## src/rtl/mont_exp_ctrl.sv

```systemverilog
// mont_exp_ctrl: square-and-multiply sequencer computing result_bar = base_bar^exp in the Montgomery domain
// Drives one montgomery_mul operation at a time over its taken/ready_in/ready_out/given handshake.
// Ports:
//   clk, rst_n                 clock, asynchronous active-low reset
//   base_bar, exp, taken       job input, accepted while ready_in=1
//   ready_in, busy             controller status
//   result_bar, ready_out      result, held until given
//   given                      downstream consumes result_bar
//   mul_a, mul_b, mul_taken    operands and request to montgomery_mul
//   mul_ready_in               montgomery_mul can accept an operation
//   mul_out, mul_ready_out     montgomery_mul result and its valid
//   mul_given                  consume the montgomery_mul result
// Optional feature macro: MONT_EXP_LZ_SKIP_EN (start from the highest set exponent bit).
module mont_exp_ctrl #(
  parameter int          EXP_W        = 64,
  parameter logic [63:0] ONE_BAR      = 64'h000000000000000F,
  parameter int          DRAIN_CYCLES = 8
) (
  input  logic             clk,
  input  logic             rst_n,
  input  logic [63:0]      base_bar,
  input  logic [EXP_W-1:0] exp,
  input  logic             taken,
  output logic             ready_in,
  output logic [63:0]      result_bar,
  output logic             ready_out,
  input  logic             given,
  output logic             busy,
  output logic [63:0]      mul_a,
  output logic [63:0]      mul_b,
  output logic             mul_taken,
  input  logic             mul_ready_in,
  input  logic [63:0]      mul_out,
  input  logic             mul_ready_out,
  output logic             mul_given
);
  localparam int IW = $clog2(EXP_W);
  localparam int CW = $clog2(DRAIN_CYCLES + 1);
  localparam logic [2:0] S_DRAIN     = 3'd0;
  localparam logic [2:0] S_IDLE      = 3'd1;
  localparam logic [2:0] S_SQ_ISSUE  = 3'd2;
  localparam logic [2:0] S_SQ_WAIT   = 3'd3;
  localparam logic [2:0] S_MUL_ISSUE = 3'd4;
  localparam logic [2:0] S_MUL_WAIT  = 3'd5;
  localparam logic [2:0] S_DONE      = 3'd6;

  logic [2:0]       state_q, state_d;
  logic [CW-1:0]    drain_q, drain_d;
  logic [63:0]      acc_q, acc_d;
  logic [63:0]      base_q, base_d;
  logic [EXP_W-1:0] exp_q, exp_d;
  logic [IW-1:0]    idx_q, idx_d;
  logic [63:0]      result_q, result_d;
  logic             ready_out_q, ready_out_d;

`ifdef MONT_EXP_LZ_SKIP_EN
  logic [IW-1:0] hi;
  always_comb begin
    hi = '0;
    for (int k = 0; k < EXP_W; k++)
      if (exp[k]) hi = IW'(k);
  end
`endif

  assign ready_in   = state_q == S_IDLE;
  assign busy       = state_q != S_IDLE;
  assign result_bar = result_q;
  assign ready_out  = ready_out_q;

  always_comb begin
    state_d     = state_q;
    drain_d     = drain_q;
    acc_d       = acc_q;
    base_d      = base_q;
    exp_d       = exp_q;
    idx_d       = idx_q;
    result_d    = result_q;
    ready_out_d = ready_out_q;
    mul_a       = '0;
    mul_b       = '0;
    mul_taken   = 1'b0;
    mul_given   = 1'b0;
    case (state_q)
      // montgomery_mul has no reset: swallow anything still in flight
      S_DRAIN: begin
        mul_given = mul_ready_out;
        state_d   = drain_q == '0 ? S_IDLE : S_DRAIN;
        drain_d   = drain_q == '0 ? drain_q : drain_q - CW'(1);
      end
      S_IDLE: if (taken) begin
        base_d = base_bar;
        exp_d  = exp;
`ifdef MONT_EXP_LZ_SKIP_EN
        // leading squarings of ONE_BAR and the first multiply are identities
        acc_d   = exp == '0 ? ONE_BAR : base_bar;
        idx_d   = hi - IW'(1);
        state_d = (exp == '0 || hi == '0) ? S_DONE : S_SQ_ISSUE;
`else
        acc_d   = ONE_BAR;
        idx_d   = IW'(EXP_W - 1);
        state_d = exp == '0 ? S_DONE : S_SQ_ISSUE;
`endif
      end
      S_SQ_ISSUE: begin
        mul_a     = acc_q;
        mul_b     = acc_q;
        mul_taken = mul_ready_in;
        state_d   = mul_ready_in ? S_SQ_WAIT : S_SQ_ISSUE;
      end
      S_SQ_WAIT: begin
        mul_given = mul_ready_out;
        if (mul_ready_out) begin
          acc_d   = mul_out;
          state_d = exp_q[idx_q] ? S_MUL_ISSUE : idx_q == '0 ? S_DONE : S_SQ_ISSUE;
          idx_d   = (!exp_q[idx_q] && idx_q != '0) ? idx_q - IW'(1) : idx_q;
        end
      end
      S_MUL_ISSUE: begin
        mul_a     = acc_q;
        mul_b     = base_q;
        mul_taken = mul_ready_in;
        state_d   = mul_ready_in ? S_MUL_WAIT : S_MUL_ISSUE;
      end
      S_MUL_WAIT: begin
        mul_given = mul_ready_out;
        if (mul_ready_out) begin
          acc_d   = mul_out;
          state_d = idx_q == '0 ? S_DONE : S_SQ_ISSUE;
          idx_d   = idx_q == '0 ? idx_q : idx_q - IW'(1);
        end
      end
      // first DONE cycle registers the result; ready_out follows one cycle later
      S_DONE: begin
        result_d    = acc_q;
        ready_out_d = !(ready_out_q && given);
        state_d     = (ready_out_q && given) ? S_IDLE : S_DONE;
      end
      default: state_d = S_DRAIN;
    endcase
  end

  always_ff @(posedge clk or negedge rst_n) begin
    if (!rst_n) begin
      state_q     <= S_DRAIN;
      drain_q     <= CW'(DRAIN_CYCLES - 1);
      acc_q       <= '0;
      base_q      <= '0;
      exp_q       <= '0;
      idx_q       <= '0;
      result_q    <= '0;
      ready_out_q <= 1'b0;
    end else begin
      state_q     <= state_d;
      drain_q     <= drain_d;
      acc_q       <= acc_d;
      base_q      <= base_d;
      exp_q       <= exp_d;
      idx_q       <= idx_d;
      result_q    <= result_d;
      ready_out_q <= ready_out_d;
    end
  end
endmodule

```

## config.mk

```make
export PLATFORM = sky130hd
export DESIGN_NAME = mont_exp_ctrl
export DESIGN_NICKNAME = d
export VERILOG_FILES = /design/src/rtl/mont_exp_ctrl.sv
export SDC_FILE = /design/constraint.sdc
export NUM_CORES = 1
export LEC_CHECK = 0
export CAP_MARGIN = 10
export CORE_MARGIN = 2
export CORE_UTILIZATION = 40
export DETAILED_ROUTE_END_ITERATION = 16
export PLACE_DENSITY = 0.8
export SLEW_MARGIN = 30
export SYNTH_ARGS = -nofsm -noshare
export SYNTH_HDL_FRONTEND = slang
export SYNTH_SLANG_ARGS = --single-unit
```

## constraint.sdc

```tcl
create_clock -name clk -period 2 [get_ports clk]
set_input_delay 0.4 -clock clk [delete_from_list [all_inputs] [get_ports clk]]
set_output_delay 0.4 -clock clk [all_outputs]
set_load 0.05 [all_outputs]
```

Yosys cells after proc, flatten, opt, wreduce, memory -nomap -nowiden
Cells that the tools add are included.
{ "word_totals": {"reg_bits": 270, "elab_cells": 70} }
{ "op_classes": {"addsub": 2, "magnitude_cmp": 1, "eq_ne": 13, "n_mux": 26, "n_bitwise": 1, "reduce_logical": 19} }
{ "op_table": {"columns": ["op", "count"], "rows": [
  ["one-hot mux 64 bit (2 select lines)", 2],
  ["2-to-1 mux 64 bit", 3],
  ["logical NOT 64 bit", 1],
  ["2-to-1 mux 6 bit", 5],
  ["2-to-1 mux 3 bit", 7],
  ["one-hot mux 3 bit (7 select lines)", 1],
  ["one-hot mux 6 bit (3 select lines)", 1],
  ["inequality test 2 bit, second input constant", 5],
  ["== test 3 bit, second input constant", 3],
  ["less-than comparator 6 x 7 -> 1 bit, second input constant", 1],
  ["binary-select mux 1 bit (select 6 bit)", 1],
  ["== test 3 x 2 -> 1 bit, second input constant", 2],
  ["logical NOT 6 bit", 1],
  ["2-to-1 mux 1 bit", 6],
  ["AND reduction 3 bit", 2],
  ["AND reduction 6 bit", 1],
  ["nonzero test 6 bit", 1],
  ["subtractor 6 x 1 -> 6 bit, second input constant", 1],
  ["logical NOT 4 bit", 1],
  ["AND reduction 2 bit", 2],
  ["OR reduction 2 bit", 2],
  ["subtractor 4 x 1 -> 4 bit, second input constant", 1],
  ["== test 3 x 1 -> 1 bit, second input constant", 1],
  ["logical NOT 3 bit", 1],
  ["other kinds (8)", 10]
]} }

Depth between registers and ports, before layout
Gate-level depths: netlist of the first run.
{ "depth": {"word_depth": 7, "depth_mapped": 11} }

Least setup slack after synthesis of the first run
OpenSTA, ideal clock, no wires.
{ "synth_timing": {"kind": "reg-to-reg", "start": "register state_q[0]", "end": "register base_q[0]", "setup_time_ns": 0.125, "arrival_time_ns": 2.418, "setup_slack_ns": -0.543, "stages_incl_launch_ff": 8, "n_path_buf": 3, "period_less_slack_ns": 2.543, "cell_sequence": "dfrtp_1 -> clkbuf_1 -> nand2_1 -> inv_1 -> nand2_1 -> clkbuf_1 -> clkbuf_1 -> mux2_2"} }
{ "synth_between": {"elab_chain_cells": 2} }
{ "synth_rtl": {"columns": ["element", "line_no", "text"], "rows": [
  ["from (decl)", "47", "logic [2:0] state_q, state_d;"],
  ["from (signal assigned)", "153", "state_q <= state_d;"],
  ["== test 3 x 1 -> 1 bit", null, null],
  ["named net ready_in", "24", "output logic ready_in,"],
  ["AND reduction 2 bit (no source line)", null, null],
  ["to (signal assigned)", "156", "base_q <= base_d;"],
  ["to (decl)", "50", "logic [63:0] base_q, base_d;"]
]} }
The timed path passes the listed nets, and every way through them passes these cells.
A chain may end at the register's enable or synchronous reset.

Worst setup path after layout of the first run
{ "layout_timing": {"start": "register state_q[2]", "end": "output mul_taken"} }
{ "layout_between": {"elab_chain_cells": 3} }
{ "layout_rtl": {"columns": ["element", "line_no", "text"], "rows": [
  ["== test 3 bit or == test 3 x 2 -> 1 bit (tied branches)", "83", "case (state_q)"],
  ["OR reduction 2 bit (no source line) *", null, null],
  ["2-to-1 mux 1 bit *", "83", null],
  ["to (decl)", "31", "output logic mul_taken,"]
]} }
Mark *: on every way between the ends. The rest lies on a longest branch, timed or not.

==> metrics.cfg, run 1 <==
[outcome]
outcome = finished with violations
failed_checks = negative setup slack

[route]
initialDrtViolationCount = 828
drt_pass1_iterations = 5
postRouteAntennaNets = 0
wl_per_cell_um = 23.33
drc_errors = 0
wirelength_um = 45760
vias = 10930
via_per_inst = 5.570

[layout]
fillers = 1974
syn2layout_area_growth_pct = 71.50
multi_input_area_mm2 = 0.006017
fin_cells = 1962
postLayoutCoreUtil = 0.6953
drive_gt1_frac = 0.4661
fin_nets = 1745
seqCellArea_mm2 = 0.006765

[power]
p_leak_nw = 10.13
p_per_area_mw_per_mm2 = 1571
ir_drop_uv = 858.9

[global_routing]
first_global_vias = 11040
grt_max_degree = 61
antenna_found_initial = 2
grt_pass1_wl_um = 65100
grt-ovfl-total = 0
track_usage = 0.2530

[yosys]
synth_top_area_frac = 0.5387
syn_nets = 1246
synth_top_area_cell = dfrtp_1
yosysMostFrequentCell = dfrtp_1
yosysUniqueCellTypes = 49
netlist_area_mm2 = 0.01240
synth_area_leaders = dfrtp_1, mux2_2, a22o_1, nand2_1, and2_1
synth_flop_cell = dfrtp_1
avgSynthCellArea_um2 = 11.87
ys_warn_count = 0
synthCells = 1045
ys_ff_latch = 270
synth_edf_count = 0
synth.cells.most_frequent = dfrtp_1, mux2_2, nand2_1
ys_seq_area_frac = 0.5451
async_reset_ff_frac = 1.000

[placed_design]
dpl.cell_count = 1867
gp_congestion = 0.8820
post-dp-hpwl_um = 29770
portBuffers = 394
pre_cts_ws_ns = -0.4745

[critical_path]
cp_top_family = simple AND/OR/NAND/NOR gates
rr_startpoint = idx_q[0]$_DFFE_PN0P_
crit_fanout = 16
crit_chain = inv_2 > nor3_4 > or2_4 > buf_12 > and2_4 > buf_12
crit_slowest_cell = dfrtp_2
r2r_cells = 10
path_buf_inv = 3
endpoint_kind = output port
startpoint_type = flop
crit_arrival_ns = 2.06
worstSetupPathType = flop to output port
required_ns = 1.60
regToRegSetupSlack_ns = -0.37
worst_path_most_repeated_cell = buf_12
r2r-end = idx_q[2]$_DFFE_PN0P_
slowest_delay_ns = 0.42

[clock_tree]
root_buffer = clkbuf_16
cts_tree = yes
clock_latency_ns = 0.55
path_clk_slew_ns = 0.07
cts_buffers = 28
cts_buffer_depth = 3
clock-sinks = 270
cts_htree_levels = 1

[timing]
finClkSkew_ns = 0.01148
post-route-min-period_ns = 2.457
slew_headroom = 0.6106
fin_crit_sh = 1.229
tightest_slew_ns = 0.5864
rsz0062_at_grt = yes
timing.fmax_mhz = 407.0
report.final.slew_viol_count = 0
setup_ws_ns = -0.4570
setup_viol = 214
hold_viol = 0

[floorplanning]
num_io_pins = 395
dieArea_mm2 = 0.03243
initial_core_util = 0.4054
fp.dieH_um = 180.1
core.rowCount = 64
die_w_um = 180.1
coreArea_mm2 = 0.03059

[run]
drv_cap = 0

[min_path]
hold_class = input pin to async pin

==> state kept, by name, indices dropped and copies added, names as in the netlist <==
signal and count:
acc_q 64, base_q 64, exp_q 64, result_bar 64
idx_q 6, drain_q 4, state_q 3, ready_out 1
==> per-stage QoR <==
stage / cell area, um2 / total power, W / setup TNS, ns / hold WS, ns
2_1_floorplan: 12750 / 0.01853 / -3.531 / 0.1044
3_3_place_gp: 19150 / 0.02519 / -26.13 / 0.3810
3_5_place_dp: 19150 / 0.02557 / -26.37 / 0.3883
4_1_cts: 20340 / 0.03184 / -56.60 / 0.3695
5_1_grt: 21270 / 0.03467 / -75.49 / 0.3970
6_report: 21270 / 0.03341 / -56.71 / 0.3955
==> final cells by class <==
class | count | area share
inverters | 11 | 0.002412
clock buffers | 41 | 0.04000
multi-input cells | 687 | 0.2829
well taps | 396 | 0.02330
repair buffers | 546 | 0.3250
diodes | 2 | 0.0002353
clock inverters | 9 | 0.008118
flip-flops and latches | 270 | 0.3181
==> cell usage in the layout, fill, tap and decap left out, types with 6 or more instances in the layout <==
master,n
nand2_1,145
nand3_1,68
a21oi_1,6
and2_4,65
mux2_2,113
clkdlybuf4s50_1,196
o21ai_0,9
nor2_1,16
inv_1,6
nor3_1,6
dlygate4sd2_1,47
buf_6,17
buf_4,114
clkbuf_16,38
clkbuf_8,8
a22o_2,60
nor4_1,17
buf_12,152
dfrtp_1,263
mux4_2,9
mux2_4,88
==> power by group <==
part           internal, W  switching [W]  total, W
sequential         0.00768        0.00168   0.00936
combinational      0.00869        0.00955    0.0182
clock              0.00357        0.00225   0.00582
==> metal layers <==
layer  vias to the layer above  wire (um)  track usage
li1                       4730          -            -
met1                      5488      17800       0.3184
met2                       569      22320       0.4261
met3                       141       3426      0.05335
met4                         0       2219       0.1039
met5                         -          0            0
==> logic make-up (layout without fill, tap and decap cells) <==
| group | count (synthesis) | in the layout | synth area share |
|---|---|---|---|
| AND/OR/NAND/NOR | 348 | 348 | 0.1340 |
| flip-flops | 270 | 270 | 0.5451 |
| multiplexers | 214 | 214 | 0.2072 |
| AO/OA/AOI/OAI | 120 | 120 | 0.08000 |
| buffers and inverters | 88 | 607 | 0.02926 |
| adder cells (fa/ha/maj) | 3 | 3 | 0.003027 |
| XOR/XNOR | 2 | 2 | 0.001413 |
| other | 0 | 2 | 0 |
==> how the worst max path moves through the flow <==
stage	from	end	slack [ns]	cells after the start
final	state_q[2]$_DFFE_PN0P_	mul_taken	-0.46	6
after global routing	state_q[2]$_DFFE_PN0P_	mul_taken	-0.54	6
after CTS	state_q[0]$_DFFE_PN0P_	mul_a[55]	-0.48	6
after detailed placement	mul_ready_out	idx_q[5]$_DFFE_PN0P_	-0.47	7
after global placement	mul_ready_out	idx_q[2]$_DFFE_PN0P_	-0.45	7
after floorplan	idx_q[0]$_DFFE_PN0P_	state_q[2]$_DFFE_PN0P_	-0.07	7
==> what timing repair did <==
action | in CTS | in global routing
gates resized for setup | 78 | 128
hold buffers | 1 | 0
endpoints found under the hold margin | 47 | 0
setup buffers | 9 | 19
setup endpoints to repair | 251 | 275
pin swaps | 30 | 20
cloned | 2 | 13
(Power assumes the default switching activity.)
==> inputs of run 2 (changes only) <==
--- a/config.mk
+++ b/config.mk
@@ -9,6 +9,7 @@
 export CORE_MARGIN = 2
 export CORE_UTILIZATION = 40
 export DETAILED_ROUTE_END_ITERATION = 16
+export HOLD_SLACK_MARGIN = 0.15
 export PLACE_DENSITY = 0.8
 export SLEW_MARGIN = 30
 export SYNTH_ARGS = -nofsm -noshare
==> results of run 2 <==
No change in the layout: final DEF, timing and power equal those of run 1.
